[config.mk]
export PLATFORM = sky130hd
export DESIGN_NAME = alu_result_stage
export DESIGN_NICKNAME = d
export VERILOG_FILES = /design/src/rtl/alu_result_stage.sv
export SDC_FILE = /design/constraint.sdc
export NUM_CORES = 1
export LEC_CHECK = 0
export CAP_MARGIN = 0
export CORE_MARGIN = 2
export CORE_UTILIZATION = 30
export CTS_BUF_LIST = sky130_fd_sc_hd__clkbuf_2 sky130_fd_sc_hd__clkbuf_4 sky130_fd_sc_hd__clkbuf_8
export CTS_CLUSTER_DIAMETER = 30
export DETAILED_ROUTE_END_ITERATION = 8
export PLACE_DENSITY_LB_ADDON = 0.2
export SYNTH_ARGS = -nofsm -noshare
export SYNTH_HDL_FRONTEND = slang
export SYNTH_SLANG_ARGS = --single-unit
[constraint.sdc]
create_clock -name Clock -period 2.93 [get_ports Clock]
set_clock_uncertainty 0.1 [all_clocks]
set_input_delay 0.586 -clock Clock [delete_from_list [all_inputs] [get_ports Clock]]
set_output_delay 0.586 -clock Clock [all_outputs]
set_load 0.02 [all_outputs]
[src/rtl/alu_result_stage.sv]
// ALU result stage: 2-entry result queue toward writeback, NZCV flags
// register and per-op condition evaluation producing the write enable.
//
// Ports:
//   Clock, Resetn       clock, asynchronous active-low reset
//   in_valid/in_ready   upstream handshake (in_ready = count != 2)
//   in_result, in_rd    ALU result and destination register
//   in_zf/cf/of/nf      ALU flags for this result
//   in_setflags         op updates the flags register if its cond passes
//   in_cond             4-bit condition code
//   out_valid/out_ready writeback handshake
//   out_result, out_rd  head entry payload
//   out_wen             head condition result
//   flags               architectural flags {N,Z,C,V}
module alu_result_stage #(
    parameter int WIDTH = 32
) (
    input  logic             Clock,
    input  logic             Resetn,
    input  logic             in_valid,
    output logic             in_ready,
    input  logic [WIDTH-1:0] in_result,
    input  logic             in_zf,
    input  logic             in_cf,
    input  logic             in_of,
    input  logic             in_nf,
    input  logic             in_setflags,
    input  logic [3:0]       in_cond,
    input  logic [3:0]       in_rd,
    output logic             out_valid,
    input  logic             out_ready,
    output logic [WIDTH-1:0] out_result,
    output logic [3:0]       out_rd,
    output logic             out_wen,
    output logic [3:0]       flags
);

    typedef struct packed {
        logic [WIDTH-1:0] result;
        logic [3:0]       rd;
        logic             wen;
    } entry_t;

    logic [1:0] count_q, count_d;
    logic       head_q, head_d;
    logic       tail_q, tail_d;
    entry_t     mem_q [2];
    entry_t     mem_d [2];
    entry_t     out_q, out_d;
    logic [3:0] flags_q, flags_d;

    logic accept;
    logic pop;
    logic cond_pass;
    logic fn, fz, fc, fv;

    assign {fn, fz, fc, fv} = flags_q;

    assign in_ready  = (count_q != 2'd2);
    assign out_valid = (count_q != 2'd0);
    assign accept    = in_valid & in_ready;
    assign pop       = out_valid & out_ready;

    // Condition sees the flags before this op's own update.
    always_comb begin
        cond_pass = 1'b0;
        unique case (in_cond)
            4'd0:  cond_pass = 1'b1;
            4'd1:  cond_pass = fz;
            4'd2:  cond_pass = ~fz;
            4'd3:  cond_pass = fc;
            4'd4:  cond_pass = ~fc;
            4'd5:  cond_pass = fn;
            4'd6:  cond_pass = ~fn;
            4'd7:  cond_pass = fv;
            4'd8:  cond_pass = ~fv;
            4'd9:  cond_pass = fc & ~fz;
            4'd10: cond_pass = ~fc | fz;
            4'd11: cond_pass = (fn == fv);
            4'd12: cond_pass = (fn != fv);
            4'd13: cond_pass = ~fz & (fn == fv);
            4'd14: cond_pass = fz | (fn != fv);
            4'd15: cond_pass = 1'b0;
        endcase
    end

    always_comb begin
        count_d = count_q;
        head_d  = head_q ^ pop;
        tail_d  = tail_q ^ accept;
        mem_d   = mem_q;
        out_d   = out_q;
        flags_d = flags_q;

        unique case ({accept, pop})
            2'b10:   count_d = count_q + 2'd1;
            2'b01:   count_d = count_q - 2'd1;
            default: count_d = count_q;
        endcase

        if (accept) begin
            mem_d[tail_q].result = in_result;
            mem_d[tail_q].rd     = in_rd;
            mem_d[tail_q].wen    = cond_pass;
        end

        // Head outputs are registered: load the entry that will be at the
        // head after this edge, or hold the last one when the queue drains.
        if (count_d != 2'd0) begin
            out_d = mem_d[head_d];
        end

        if (accept && in_setflags && cond_pass) begin
            flags_d = {in_nf, in_zf, in_cf, in_of};
        end
    end

    always_ff @(posedge Clock or negedge Resetn) begin
        if (!Resetn) begin
            count_q <= 2'd0;
            head_q  <= 1'b0;
            tail_q  <= 1'b0;
            mem_q   <= '{default: '0};
            out_q   <= '0;
            flags_q <= 4'b0000;
        end else begin
            count_q <= count_d;
            head_q  <= head_d;
            tail_q  <= tail_d;
            mem_q   <= mem_d;
            out_q   <= out_d;
            flags_q <= flags_d;
        end
    end

    assign out_result = out_q.result;
    assign out_rd     = out_q.rd;
    assign out_wen    = out_q.wen;
    assign flags      = flags_q;

endmodule

==> results of run 1 <==
-- per-layer routing --
metal  GRT usage (%)  wire, um
met5               0         0
met4            5.44       161
met3            3.64       590
met2            22.7      5920
met1            19.6      5920
-- through the flow --
stage | worst slack, ps | cell area [um2] | utilization (%)
4_1_cts | 323 | 7000 | 40.5
5_1_grt | 106 | 7000 | 40.5
6_report | 348 | 7010 | 40.5
2_1_floorplan | 312 | 5330 | -
3_5_place_dp | 61.5 | 6620 | 38.3
3_3_place_gp | 156 | 6620 | 38.3
-- flip-flops by register name (all words and copies together), names as in the netlist --
register	count
out_wen	1
out_result	32
out_rd	4
tail_q	1
head_q	1
flags	4
mem_q	74
count_q	2
-- cell type report --
type                            count  area share [%]
Sequential cell                   119            42.5
Clock inverter                      9            1.45
Antenna cell                        1          0.0357
Clock buffer                       22            4.05
Inverter                           43            2.30
Tap cell                          225            4.02
Multi-Input combinational cell    277            29.8
Timing Repair Buffer              108            15.9
-- path summary, 6_finish.rpt --
path / startpoint / endpoint / slack [ps] / cells after the start
worst max-delay path: count_q[1]$_DFF_PN0_ / out_rd[3]$_DFFE_PN0P_ / 350 / 10
worst max register to register: count_q[1]$_DFF_PN0_ / out_rd[3]$_DFFE_PN0P_ / 350 / 10
worst min register to register: mem_q[21]$_DFF_PN0_ / mem_q[21]$_DFF_PN0_ / 370 / 2
max in group asynchronous: Resetn / mem_q[52]$_DFF_PN0_ / 1980 / 2
worst min-delay path: Resetn / mem_q[3]$_DFF_PN0_ / 90 / 1
min in group Clock: mem_q[21]$_DFF_PN0_ / mem_q[21]$_DFF_PN0_ / 370 / 2
-- power by group through the flow --
stage / clock network (W) / logic, W / registers (W)
after CTS: 0.00151 / 0.00435 / 0.00290
final: 0.00146 / 0.00425 / 0.00289
after floorplan: 0 / 0.00255 / 0.00315
after detailed placement: 0 / 0.00433 / 0.00292
after global routing: 0.00159 / 0.00469 / 0.00298
after global placement: 0 / 0.00422 / 0.00290
-- logic make-up (layout without fill, tap and decap cells) --
family / after synthesis / after routing / synth area share, %
fa+ha+maj: 1 / 1 / 0.235
mux: 113 / 113 / 24.0
other cells: 0 / 1 / 0
simple gates: 144 / 144 / 11.5
flops: 119 / 119 / 55.9
xor+xnor: 4 / 4 / 0.658
compound gates: 15 / 15 / 2.35
buf+inv: 63 / 182 / 5.31
-- worst reg2reg max path, delay by kind of cell (launching register included) --
| kind | cells | cell delay, ps |
|---|---|---|
| compound gates | 2 | 430 |
| fa+ha+maj | 1 | 310 |
| buf+inv | 2 | 330 |
| flops | 1 | 480 |
| mux | 1 | 220 |
| simple gates | 4 | 630 |
-- layout by cell type, fill, tap and decap left out, types with 6 or more instances in the layout --
cell	count
buf_4	12
nor2_1	10
inv_1	42
mux2i_1	73
nand2_1	113
mux2_4	26
clkbuf_8	19
buf_12	6
dfrtp_1	119
clkdlybuf4s50_1	90
mux2_2	14
==> metrics.md, run 1 <==
| Metric | Value |
|---|---|
| I/O pin total | `a little over 90` |
| Vias in the first global route | `between 3k and 4k` |
| Register area | `0.00298 mm2` |
| Die Height | `137 um` |
| Largest net degree at the start of global routing | `51` |
| Final period util | `slightly below 90%` |
| Rows | `48` |
| Slowest stage delay, CP | `around 480 ps` |
| Final slew viol count | `0` |
| Post-synth top area share | `between 50% and 60%` |
| RePlAce Congestion | `about 0.74` |
| Non-filler cells, final | `roughly 800` |
| Net Sw Power | `~0.0032 W` |
| Synthesized flop and latch total | `119` |
| Hold Vio Cnt, Final | `0` |
| Cells after DPL | `a little under 800` |
| Mapped cell area | `between 0.005 and 0.006 mm2` |
| CTS Sinks | `119` |
| Starting DRT DRC Count | `approximately 210` |
| GRT Residual Overflow | `0` |
| Vias post-DR | `around 3.6k` |
| Die Span X | `around 140 um` |
| Num CTS Buffers | `17` |
| Routed length per instance | `around 16 um` |
| Cell area power density | `1230 mW/mm2` |
| Largest cells by area after synthesis | `dfrtp_1 56%, mux2i_1 14%, nand2_1 8.0%` |
| # resized after CTS | `0` |
| Initial core utilization | `approximately 30%` |
| Layout Nets | `616` |
| Total power | `between 0.008 and 0.009 W` |
| Crit path time final | `around 2600 ps` |
| Yosys top cell by area | `dfrtp_1` |
| Critical path's top delay family | `simple AND/OR/NAND/NOR gates` |
| FILL cells | `between 1.5k and 2k` |
| Drt total wl | `12.6 mm` |
| DP HPWL | `around 8.5 mm` |
| Post-synth EDFFs | `0` |
| Post-synth ARST share | `between 90% and 100%` |
| Initial antenna violation count | `1` |
| Root Buffer | `clkbuf_8` |
| YS warnings | `0` |
| CTS tree | `built` |
| Crit-path max FO | `8` |
| Cell with the most instances after synthesis | `dfrtp_1` |
| Critical Path RT | `approximately 3200 ps` |
| Post-synthesis sequential area ratio | `a little under three fifths` |
| Synth cell types | `37` |
| Max frequency | `a little under 400 MHz` |
| ANT nets after route | `0` |
| RSZ-0062 raised after global routing | `false` |
| # DRC | `0` |
| Core area | `about 0.017 mm2` |
| Synthesized Nets | `just over 500` |
| # port buffers | `between 90 and 100` |
| Global-route wire length before repair | `20.6 mm` |
| Reg power frac | `33.6%` |
| DR vias/cell | `between 4 and 5` |
| DRT Pass-1 Iters | `4` |
| Average cell area after synthesis | `approximately 12 um2` |
| Power share of the clock group | `between 15 and 20%` |
| Hold Crit Class | `primary input to async pin` |
| Leakage | `3.55 nW` |
| CP Capture Type | `flop` |
| H-tree Lvls | `4` |
| Area of the multi-input gates | `between 0.002 and 0.0025 mm2` |
| Slew @ Worst Pin | `~680 ps` |
| Area delta synth->final | `31.6%` |
| Post-CTS Hold Buffers | `0` |
| Peak supply drop | `0.000567 V` |
| Gate power share | `49.5%` |
| Cells after synthesis | `approximately 460` |
| Post-CTS Setup Inserts | `0` |
| Critical-path top delay cell | `dfrtp_1` |
| Overall Global Routing Usage | `between 10% and 20%` |
| Primary FF master, synth | `dfrtp_1` |
| Setup TNS | `0 ps` |
| Max-cap viol count | `0` |
| Rel. slew slack | `between 50 and 60%` |
| Worst skew pair latency | `440 ps` |
| Hold WS | `between 80 and 90 ps` |
| Share of cells above drive strength 1 | `17.1%` |
| Post-synth top cells | `119 x dfrtp_1, 113 x nand2_1, 73 x mux2i_1, 42 x inv_1, 26 x mux2_4` |
| Internal power | `around 0.0054 W` |
| CP startpoint kind | `flop` |
| Sw Share | `approximately 37%` |
| Final-report setup violation count | `0` |
| Crit-path cells | `or2_1, nand2_1, inv_1, ha_1, nor2b_1, a21oi_1, nor2_1, a31oi_4, buf_4, mux2i_1` |
| Status | `finished, final reports clean` |
| Reg clk slew, reported paths | `roughly 80 ps` |
| Die ar. | `around 0.019 mm2` |
| Clock tree buffer depth | `2` |
| CP Buf/Inv Count | `2` |
| Worst path arrival time | `~2800 ps` |
| CP Class | `flop to flop` |
Note: power is estimated with default switching activity, not from simulation.
==> run 2, diff against run 1 <==
--- a/config.mk
+++ b/config.mk
@@ -5,6 +5,7 @@
 export SDC_FILE = /design/constraint.sdc
 export NUM_CORES = 1
 export LEC_CHECK = 0
+export ABC_CLOCK_PERIOD_IN_PS = 2930
 export CAP_MARGIN = 0
 export CORE_MARGIN = 2
 export CORE_UTILIZATION = 30
==> results of run 2 <==
Same layout as run 1: the final DEF is identical, and so are final timing and power.
==> RTL change (flow settings as in run 1) <==
Make the reset (`Resetn`) synchronous in one clocked block. Comments in the files are not updated.
--- a/src/rtl/alu_result_stage.sv
+++ b/src/rtl/alu_result_stage.sv
@@ -117,3 +117,3 @@
 
-    always_ff @(posedge Clock or negedge Resetn) begin
+    always_ff @(posedge Clock) begin
         if (!Resetn) begin
Function: differs if Resetn is asserted again (counterexample within 4 cycles, from zero or initial values and one cycle with Resetn low); with Resetn held inactive, the same outputs for 10 cycles.
==> RTL change against run 1 <==
Sequential cell count is the same; clock power grew 12%; power shrank 22%; synthesized area grew 12%; via count grew 63%; worst setup slack gained 30 ps; final area grew 9.8%; wire length grew 36%.
==> RTL change: results (changes against run 1) <==
INFO  metric ctsResizeCount = 0 (unchanged)
INFO  metric route.detailed.vias_per_inst = 5.01 (+12%)
INFO  metric routed_wirelength_normalized_by_instance_count = 14.5 microns (-7.3%)
INFO  metric max_slew.worst_pin.slew = 549 ps (-127 ps)
INFO  metric fin_cells = 1177 (+46%)
INFO  metric grt_first_pass_wirelength = 28.0 mm (+36%)
INFO  metric multi_input_comb_area = 0.00335 sq mm (+61%)
INFO  metric place_hpwl = 10.4 mm (+22%)
INFO  metric static-leakage-power = 2.75 nW (-23%)
INFO  metric place_congestion = 0.727 (-1.6%)
INFO  metric ys.flop_type = dfxtp_1
INFO  metric htreeDepth = 4 (unchanged)
INFO  metric postSynthNetCount = 884 (+74%)
INFO  metric ys_seq_area_frac = 0.398 (-0.161)
INFO  metric clock_insertion_delay_worst_skew = 450 ps
INFO  metric hold_start = mem_q[33]$_SDFF_PN0_
INFO  metric async_flop_share = 0 (-1.00)
INFO  metric ys_types = 43 (+16%)
INFO  metric max-clock-path-buffers = 2 (unchanged)
INFO  metric final.fill_count = 2044 (+23%)
INFO  metric grt_max_degree = 107 (+110%)
INFO  metric yosys.cell_count.top_type = nand2_1
INFO  metric status = completed
INFO  metric finish.net_count = 951 (+54%)
INFO  metric hold_class = reg -> reg
INFO  metric crit_fanout = 13 (+5)
INFO  metric all_layer_global_routing_usage = 0.163 (+0.0176)
INFO  metric grt_pass1_vias = 5351 (+36%)
INFO  metric worst_ir_drop_vdd = 0.487 mV (-14%)
INFO  metric synth.area.top_cells = dfxtp_1 40%, nand2_1 14%, nand3_1 12%
INFO  metric firstDrtPassIters = 5 (+1)
INFO  metric drive_above_1_share = 0.0833 (-0.0879)
INFO  metric clk_pin_slew_worst_paths = 70 ps
INFO  metric yosys_warnings = 0 (unchanged)
INFO  metric startpoint_type = register
INFO  metric synth.top_cells.by_count = 220 x nand2_1, 142 x nand3_1, 119 x dfxtp_1
INFO  metric critical_path.reg2reg.startpoint = count_q[1]$_SDFF_PN0_
INFO  metric synthCells = 834 (+82%)
INFO  metric placement.io_buffers = 91 (unchanged)
INFO  metric critical_path_arrival = 2790 ps (-40 ps)
INFO  metric numPlacedInstances = 1147 (+49%)
INFO  metric pre_cts_ws = 38.6 ps (-22.9 ps)
INFO  metric grt_antenna_before_repair = 0 (-1)
INFO  metric detailed_place.area = 0.00727 sq mm (+9.9%)
INFO  metric initialDrtViolationCount = 380 (+80%)
INFO  metric antenna_cells = 0 (-1)
INFO  metric largest_reg_flops = 74 (unchanged)
## RTL change: layout make-up
class,instances,area share
timing repair buffer,118,0.154
inverter,5,0.00244
sequential,119,0.310
multi-input combinational,640,0.436
tap,265,0.0431
clock buffer,20,0.0350
clock inverter,10,0.0198
## RTL change: worst max-delay path: stages, from the launching register on
cell,delay (ps)
dfxtp_1,480
nand2b_1,190
and2_4,220
inv_2,130
ha_1,280
nand2b_1,180
o21ai_0,290
o21ai_4,140
buf_4,200
o21ai_0,180
a21oi_1,50
## RTL change: cell families (layout without fill, tap and decap cells)
kind of cell / after synthesis / count (layout) / share of synthesized area
AND/OR/NAND/NOR: 390 / 390 / 0.290
flip-flops: 119 / 119 / 0.398
XOR/XNOR: 4 / 4 / 0.00711
AO/OA/AOI/OAI: 234 / 234 / 0.232
multiplexers: 11 / 11 / 0.0186
adder cells (fa/ha/maj): 1 / 1 / 0.00209
buffers and inverters: 75 / 153 / 0.0527
## RTL change: per-layer routing
metal  track usage  up-vias  part of all wire
met2         0.257      118              0.45
li1              -     2996                 -
met1         0.222     2760              0.49
met3        0.0358       17             0.041
met4        0.0554        0             0.015
met5             0        -                 0
## RTL change: path summary, 6_finish.rpt
kind | end | slack (ps) | depth (start not counted)
setup reg to reg | out_rd[3]$_SDFFE_PN0P_ | 380 | 10
hold / removal | mem_q[33]$_SDFF_PN0_ | 350 | 2
setup / recovery | out_rd[3]$_SDFFE_PN0P_ | 380 | 10
hold reg to reg | mem_q[33]$_SDFF_PN0_ | 350 | 2
## RTL change: report_power, final
part           leakage (nW)  switching (mW)  internal (mW)
clock                 0.217           0.675          0.964
combinational          1.55            1.82           1.18
sequential            0.977           0.169           1.92
total                  2.75            2.67           4.06
